--- src/rtl/clk_div_pkg.sv ---
// Shared definitions for the programmable clock divider: default divisor width and divisor type.
package clk_div_pkg;

    localparam int CLK_DIV_W = 8;

    typedef logic [CLK_DIV_W-1:0] div_t;

endpackage

--- src/rtl/clk_div_chan.sv ---
// One divider channel: half-period counter, active/pending divisors, square-wave output and rise tick.
// Divisor updates take effect only on a toggle boundary, on sync, or while the channel is gated off.
module clk_div_chan
    import clk_div_pkg::*;
#(
    parameter int               DIV_W   = CLK_DIV_W,
    parameter logic [DIV_W-1:0] DIV_RST = '0
) (
    input  logic             clk,
    input  logic             i_rst,
    input  logic             i_sync,
    input  logic             i_en,
    input  logic             i_we,
    input  logic [DIV_W-1:0] i_div,
    output logic             o_clk_div,
    output logic             o_tick,
    output logic             o_cfg_pend
);

    logic [DIV_W-1:0] cnt_q, cnt_d;
    logic [DIV_W-1:0] act_q, act_d;
    logic [DIV_W-1:0] pnd_q, pnd_d;
    logic [DIV_W-1:0] nxt_div;
    logic             out_q, out_d;
    logic             tick_q, tick_d;
    logic             pend_q, pend_d;
    logic             terminal;

    always_comb begin
        terminal = (cnt_q == act_q);
        // A write landing on a load point goes straight into active and never shows as pending.
        nxt_div  = i_we ? i_div : pnd_q;
        cnt_d    = cnt_q + 1'b1;
        out_d    = out_q;
        tick_d   = 1'b0;
        act_d    = act_q;
        pnd_d    = nxt_div;
        pend_d   = pend_q | i_we;
        if (i_sync || !i_en) begin
            cnt_d  = '0;
            out_d  = 1'b0;
            act_d  = nxt_div;
            pend_d = 1'b0;
        end else if (terminal) begin
            cnt_d  = '0;
            out_d  = ~out_q;
            tick_d = ~out_q;
            act_d  = nxt_div;
            pend_d = 1'b0;
        end
    end

    always_ff @(posedge clk) begin
        if (i_rst) begin
            cnt_q  <= '0;
            act_q  <= DIV_RST;
            pnd_q  <= DIV_RST;
            out_q  <= 1'b0;
            tick_q <= 1'b0;
            pend_q <= 1'b0;
        end else begin
            cnt_q  <= cnt_d;
            act_q  <= act_d;
            pnd_q  <= pnd_d;
            out_q  <= out_d;
            tick_q <= tick_d;
            pend_q <= pend_d;
        end
    end

    assign o_clk_div  = out_q;
    assign o_tick     = tick_q;
    assign o_cfg_pend = pend_q;

endmodule

--- src/rtl/clk_div_gen.sv ---
// N-channel programmable clock divider: decodes divisor writes per channel and fans out sync.
// CLK_DIV_GATE_EN adds per-channel enables (i_ch_en) that hold a channel at phase 0 while low.
module clk_div_gen
    import clk_div_pkg::*;
#(
    parameter int                      N_CH     = 2,
    parameter int                      DIV_W    = CLK_DIV_W,
    parameter logic [N_CH*DIV_W-1:0]   DIV_INIT = {8'd216, 8'd24},
    localparam int                     CH_W     = (N_CH > 1) ? $clog2(N_CH) : 1
) (
    input  logic             clk,
    input  logic             i_rst,
    input  logic             i_sync,
    input  logic             i_cfg_we,
    input  logic [CH_W-1:0]  i_cfg_ch,
    input  logic [DIV_W-1:0] i_cfg_div,
`ifdef CLK_DIV_GATE_EN
    input  logic [N_CH-1:0]  i_ch_en,
`endif
    output logic [N_CH-1:0]  o_clk_div,
    output logic [N_CH-1:0]  o_tick,
    output logic [N_CH-1:0]  o_cfg_pend
);

    logic [N_CH-1:0] ch_we;
    logic [N_CH-1:0] ch_en;

`ifdef CLK_DIV_GATE_EN
    assign ch_en = i_ch_en;
`else
    assign ch_en = '1;
`endif

    for (genvar k = 0; k < N_CH; k++) begin : g_ch
        // Channel numbers with no matching instance decode to nothing, so such writes are dropped.
        assign ch_we[k] = i_cfg_we && (i_cfg_ch == CH_W'(k));

        clk_div_chan #(
            .DIV_W   (DIV_W),
            .DIV_RST (DIV_INIT[k*DIV_W +: DIV_W])
        ) u_chan (
            .clk        (clk),
            .i_rst      (i_rst),
            .i_sync     (i_sync),
            .i_en       (ch_en[k]),
            .i_we       (ch_we[k]),
            .i_div      (i_cfg_div),
            .o_clk_div  (o_clk_div[k]),
            .o_tick     (o_tick[k]),
            .o_cfg_pend (o_cfg_pend[k])
        );
    end

endmodule

--- config.mk ---
export PLATFORM = sky130hd
export DESIGN_NAME = clk_div_gen
export DESIGN_NICKNAME = d
export VERILOG_FILES = /design/src/rtl/clk_div_pkg.sv /design/src/rtl/clk_div_chan.sv /design/src/rtl/clk_div_gen.sv
export SDC_FILE = /design/constraint.sdc
export NUM_CORES = 1
export LEC_CHECK = 0
export BUFFER_PORTS_ARGS = -buffer_cell sky130_fd_sc_hd__buf_2
export CAP_MARGIN = 40
export CORE_ASPECT_RATIO = 1.2
export CORE_MARGIN = 3
export CORE_UTILIZATION = 45
export DETAILED_ROUTE_END_ITERATION = 10
export PLACE_DENSITY = 0.65
export RECOVER_POWER = 50
export SLEW_MARGIN = 10
export SYNTH_ARGS = -nofsm -noshare
export SYNTH_HDL_FRONTEND = slang
export SYNTH_SLANG_ARGS = --single-unit
--- constraint.sdc ---
create_clock -name clk -period 1.5 [get_ports clk]
set_input_delay 0 -clock clk [delete_from_list [all_inputs] [get_ports clk]]
set_output_delay 0 -clock clk [all_outputs]
set_load 0.02 [all_outputs]
==> qor.yml <==
logic_synthesis:
  synthesis.area_mm2: 0.00218
  syn-mean-instance-area_um2: 9.78
  yosysMostFrequentCell: "sky130_fd_sc_hd__dfxtp_1"
  number_of_enable_type_register_cells_in_the_synthesized_netlist: 0
  ys_seq_area_share_pct: 49.6
  synth.yosys.warnings: 0
  synthesis.nets: 238
  yosysTopAreaCellShare_pct: 49.6
  synth.top_cells.by_area: "sky130_fd_sc_hd__dfxtp_1 50%, sky130_fd_sc_hd__xor2_1 9.2%, sky130_fd_sc_hd__nand2_1 6.4%, sky130_fd_sc_hd__o22a_1 4.0%, sky130_fd_sc_hd__nor4_4 3.9%"
  synth_top_area_cell: "sky130_fd_sc_hd__dfxtp_1"
  synth-main-ff-cell: "sky130_fd_sc_hd__dfxtp_1"
  synthesis.instances: 223
  synth_async_sr_flop_share_pct: 0
  synth_top_cells_by_count: "54 x sky130_fd_sc_hd__dfxtp_1, 37 x sky130_fd_sc_hd__nand2_1, 23 x sky130_fd_sc_hd__xor2_1"
  synth.distinct_cells: 30
  synth_seq_cells: 54
setup_path:
  critical-path-max-stage-delay_ns: 0.39
  critical_path.reg2reg.endpoint: "g_ch[1].u_chan.act_q[6]"
  crit_chain: "xor2_4 > nor4_4 > buf_4 > buf_4 > a21o_4 > a22o_2"
  worstPathBufferInverterCount: 2
  setup.worst_path.end_class: "flop"
  critPathSlowestCell: "sky130_fd_sc_hd__dfxtp_2"
  crit_path_start_kind: "flop"
  crit_path_start: "g_ch[1].u_chan.act_q[6]"
  worstPathArrival_ns: 1.67
  worstReg2RegStart: "g_ch[1].u_chan.act_q[6]"
  critical_path_cell_count: 6
  critPathMostFrequentCell: "sky130_fd_sc_hd__buf_4"
  crit_fanout: 6
  critical_path_class: "flop to flop"
  critical_path_required_ns: 1.70
  worst_case_register_to_register_setup_slack_ns: 0.03
  cp-endpoint: "g_ch[1].u_chan.act_q[6]"
  crit_path_leading_delay_family: "compound AO/OA/AOI/OAI gates"
  worst_r2r_path_depth: 6
global_route:
  first_pass_grt_wire_length_um: 7090
  vias_in_the_first_global_route: 1566
  globalRouteTotalUtil_pct: 15.7
  largest_net_degree_at_the_start_of_global_routing: 17
  grt_antenna_before_repair: 0
  overflow: 0
cts:
  clk_path_buf_depth: 2
  cts_num_sinks: 54
  insertion_delay_of_the_later_clocked_pin_in_the_worst_skew_pair_ns: 0.30
  root_buffer: "sky130_fd_sc_hd__clkbuf_8"
  numCtsBuffers: 5
  clock_tree.htree_level_count: 2
  cts.clk_slew.worst_paths_ns: 0.09
  tritoncts: "built"
drt:
  route.detailed.wl_per_inst_um: 13.6
  drt_first_iter_violations: 45
  routed_wirelength_um: 4360
  detailroute.via_count: 1598
  avgViaCountPerCell: 4.99
  drc_errors: 0
  postRouteAntennaNets: 0
  dr.pass1.iters: 4
final_layout:
  stdcell_area_mm2: 0.00266
  final_cell_count_no_fill: 320
  drive_above_1_share_pct: 23.7
  areaGrowthSynthToFinish_pct: 22.1
  final_nets: 276
  utilization_pct: 57.6
  antenna-diode-count: 0
timing:
  finalHoldViolations: 0
  postLayoutSetupSlackWorst_ns: 0.0300
  period_share_pct: 98.0
  max_freq_ghz: 0.680
  maxSlewViolCount: 0
  hold_slack_ns: 0.117
  skew_ns: 0.00284
  tightestPinTransition_ns: 0.347
  totalNegativeSetupSlack_ns: 0
  setup_viol: 0
  max_slew_headroom_pct: 76.9
  final.min_clock_period_ns: 1.47
floorplanning:
  dieWidth_um: 69.6
  floorplan.core_area_mm2: 0.00463
  placement_rows: 27
  initial_core_util_pct: 47.1
  fp.dieH_um: 82.3
  num_io_pins: 19
  dieArea_mm2: 0.00572
outcome:
  outcome: "completed"
placed_design:
  detailedPlace.worstSlack_ns: 0.0459
  placement.io_buffers: 18
  post_dp_cell_area_mm2: 0.00237
  dp_cells: 300
  gp_routability_congestion: 0.745
  dp_hpwl_um: 3080
hold_path:
  worstHoldPathType: "input port to flop"
  hold_path_startpoint: "i_rst"
pwr:
  ir_drop_worst_vdd_v: 0.000694
  p_leak_nw: 1.12
  p_total_mw: 2.80
  power.density_mw_per_mm2: 1050
run:
  drv_cap: 0
-- kinds of logic (layout without fill, tap and decap cells) --
kind of cell / count (synthesis) / after routing / share of synthesized area (%)
and+or+nand+nor: 87 / 87 / 21.2
DFF: 54 / 54 / 49.6
AOI/OAI and AO/OA: 37 / 38 / 12.7
xor gates and xnor gates: 28 / 28 / 11.2
buffers and inverters: 15 / 53 / 4.13
adders and majority gates: 2 / 2 / 1.15
-- report_power, final --
group	leakage [nW]	total, mW	switching (mW)	internal [mW]
Clock	0.0579	0.955	0.463	0.492
Combinational	0.616	0.299	0.158	0.141
Sequential	0.445	1.54	0.0431	1.50
Total	1.12	2.80	0.664	2.13
-- tightest hold or removal path: cells and delay by family --
family / cells / cell delay (ns)
AO/OA/AOI/OAI: 1 / 0.08
buffers and inverters: 2 / 0.29
-- registers in the layout, summed over array words and instances (netlist names) --
| register | flops |
|---|---|
| g_ch.u_chan.o_cfg_pend | 2 |
| g_ch.u_chan.pnd_q | 16 |
| g_ch.u_chan.o_clk_div | 2 |
| g_ch.u_chan.o_tick | 2 |
| g_ch.u_chan.act_q | 16 |
| g_ch.u_chan.cnt_q | 16 |
-- per-layer routing --
metal / GRT usage [%] / routed length, um / vias up
li1: - / - / 820
met1: 17.8 / 1960 / 762
met2: 29.0 / 2270 / 11
met3: 3.63 / 82 / 5
met4: 5.47 / 55 / 0
met5: 0 / 0 / -
-- timing repair --
action / 4_1_cts / 5_1_grt
endpoints found under the hold margin: 16 / 0
setup endpoints to repair: 0 / 21
hold buffers: 8 / 0
buffers inserted: 0 / 3
resized for setup: 0 / 23
-- worst min path at each step --
stage                               endpoint  slack (ns)  depth (start not counted)
floorplan            g_ch[0].u_chan.pnd_q[3]        0.13                          1
global placement     g_ch[1].u_chan.pnd_q[4]        0.28                          3
detailed placement   g_ch[1].u_chan.pnd_q[3]        0.27                          3
CTS                 g_ch[0].u_chan.o_clk_div         0.1                          3
global route         g_ch[1].u_chan.pnd_q[2]        0.15                          3
finish               g_ch[0].u_chan.pnd_q[0]        0.12                          3
-- layout by cell type (no fill, tap or decap), types with 2 or more instances in the layout --
cell type / n
sky130_fd_sc_hd__xor2_2: 2
sky130_fd_sc_hd__a21bo_2: 2
sky130_fd_sc_hd__nand3_1: 7
sky130_fd_sc_hd__a21oi_2: 3
sky130_fd_sc_hd__xnor2_1: 5
sky130_fd_sc_hd__nor2_1: 19
sky130_fd_sc_hd__xor2_1: 19
sky130_fd_sc_hd__a21oi_1: 12
sky130_fd_sc_hd__inv_1: 2
sky130_fd_sc_hd__clkbuf_8: 5
sky130_fd_sc_hd__nand3b_1: 8
sky130_fd_sc_hd__a21o_4: 2
sky130_fd_sc_hd__dfxtp_1: 44
sky130_fd_sc_hd__dfxtp_4: 2
sky130_fd_sc_hd__buf_4: 16
sky130_fd_sc_hd__nor4_4: 4
sky130_fd_sc_hd__nand2_1: 37
sky130_fd_sc_hd__dfxtp_2: 8
sky130_fd_sc_hd__and3_1: 2
sky130_fd_sc_hd__o2bb2ai_1: 2
sky130_fd_sc_hd__clkinv_2: 2
sky130_fd_sc_hd__a21o_2: 2
sky130_fd_sc_hd__xor2_4: 2
sky130_fd_sc_hd__o22a_1: 10
sky130_fd_sc_hd__buf_2: 5
sky130_fd_sc_hd__and2_1: 3
sky130_fd_sc_hd__nor3_1: 3
sky130_fd_sc_hd__dlygate4sd3_1: 8
sky130_fd_sc_hd__a22o_2: 3
sky130_fd_sc_hd__ha_1: 2
sky130_fd_sc_hd__clkbuf_1: 13
-- final cells by class --
type                            instances  area [um2]
Clock buffer                            5        68.8
Clock inverter                          3        40.0
Fill cell                             419        1960
Inverter                                2        7.51
Multi-Input combinational cell        155        1090
Sequential cell                        54        1100
Tap cell                               58        72.6
Timing Repair Buffer                   43         285
Note: power is estimated with default switching activity, not from simulation.
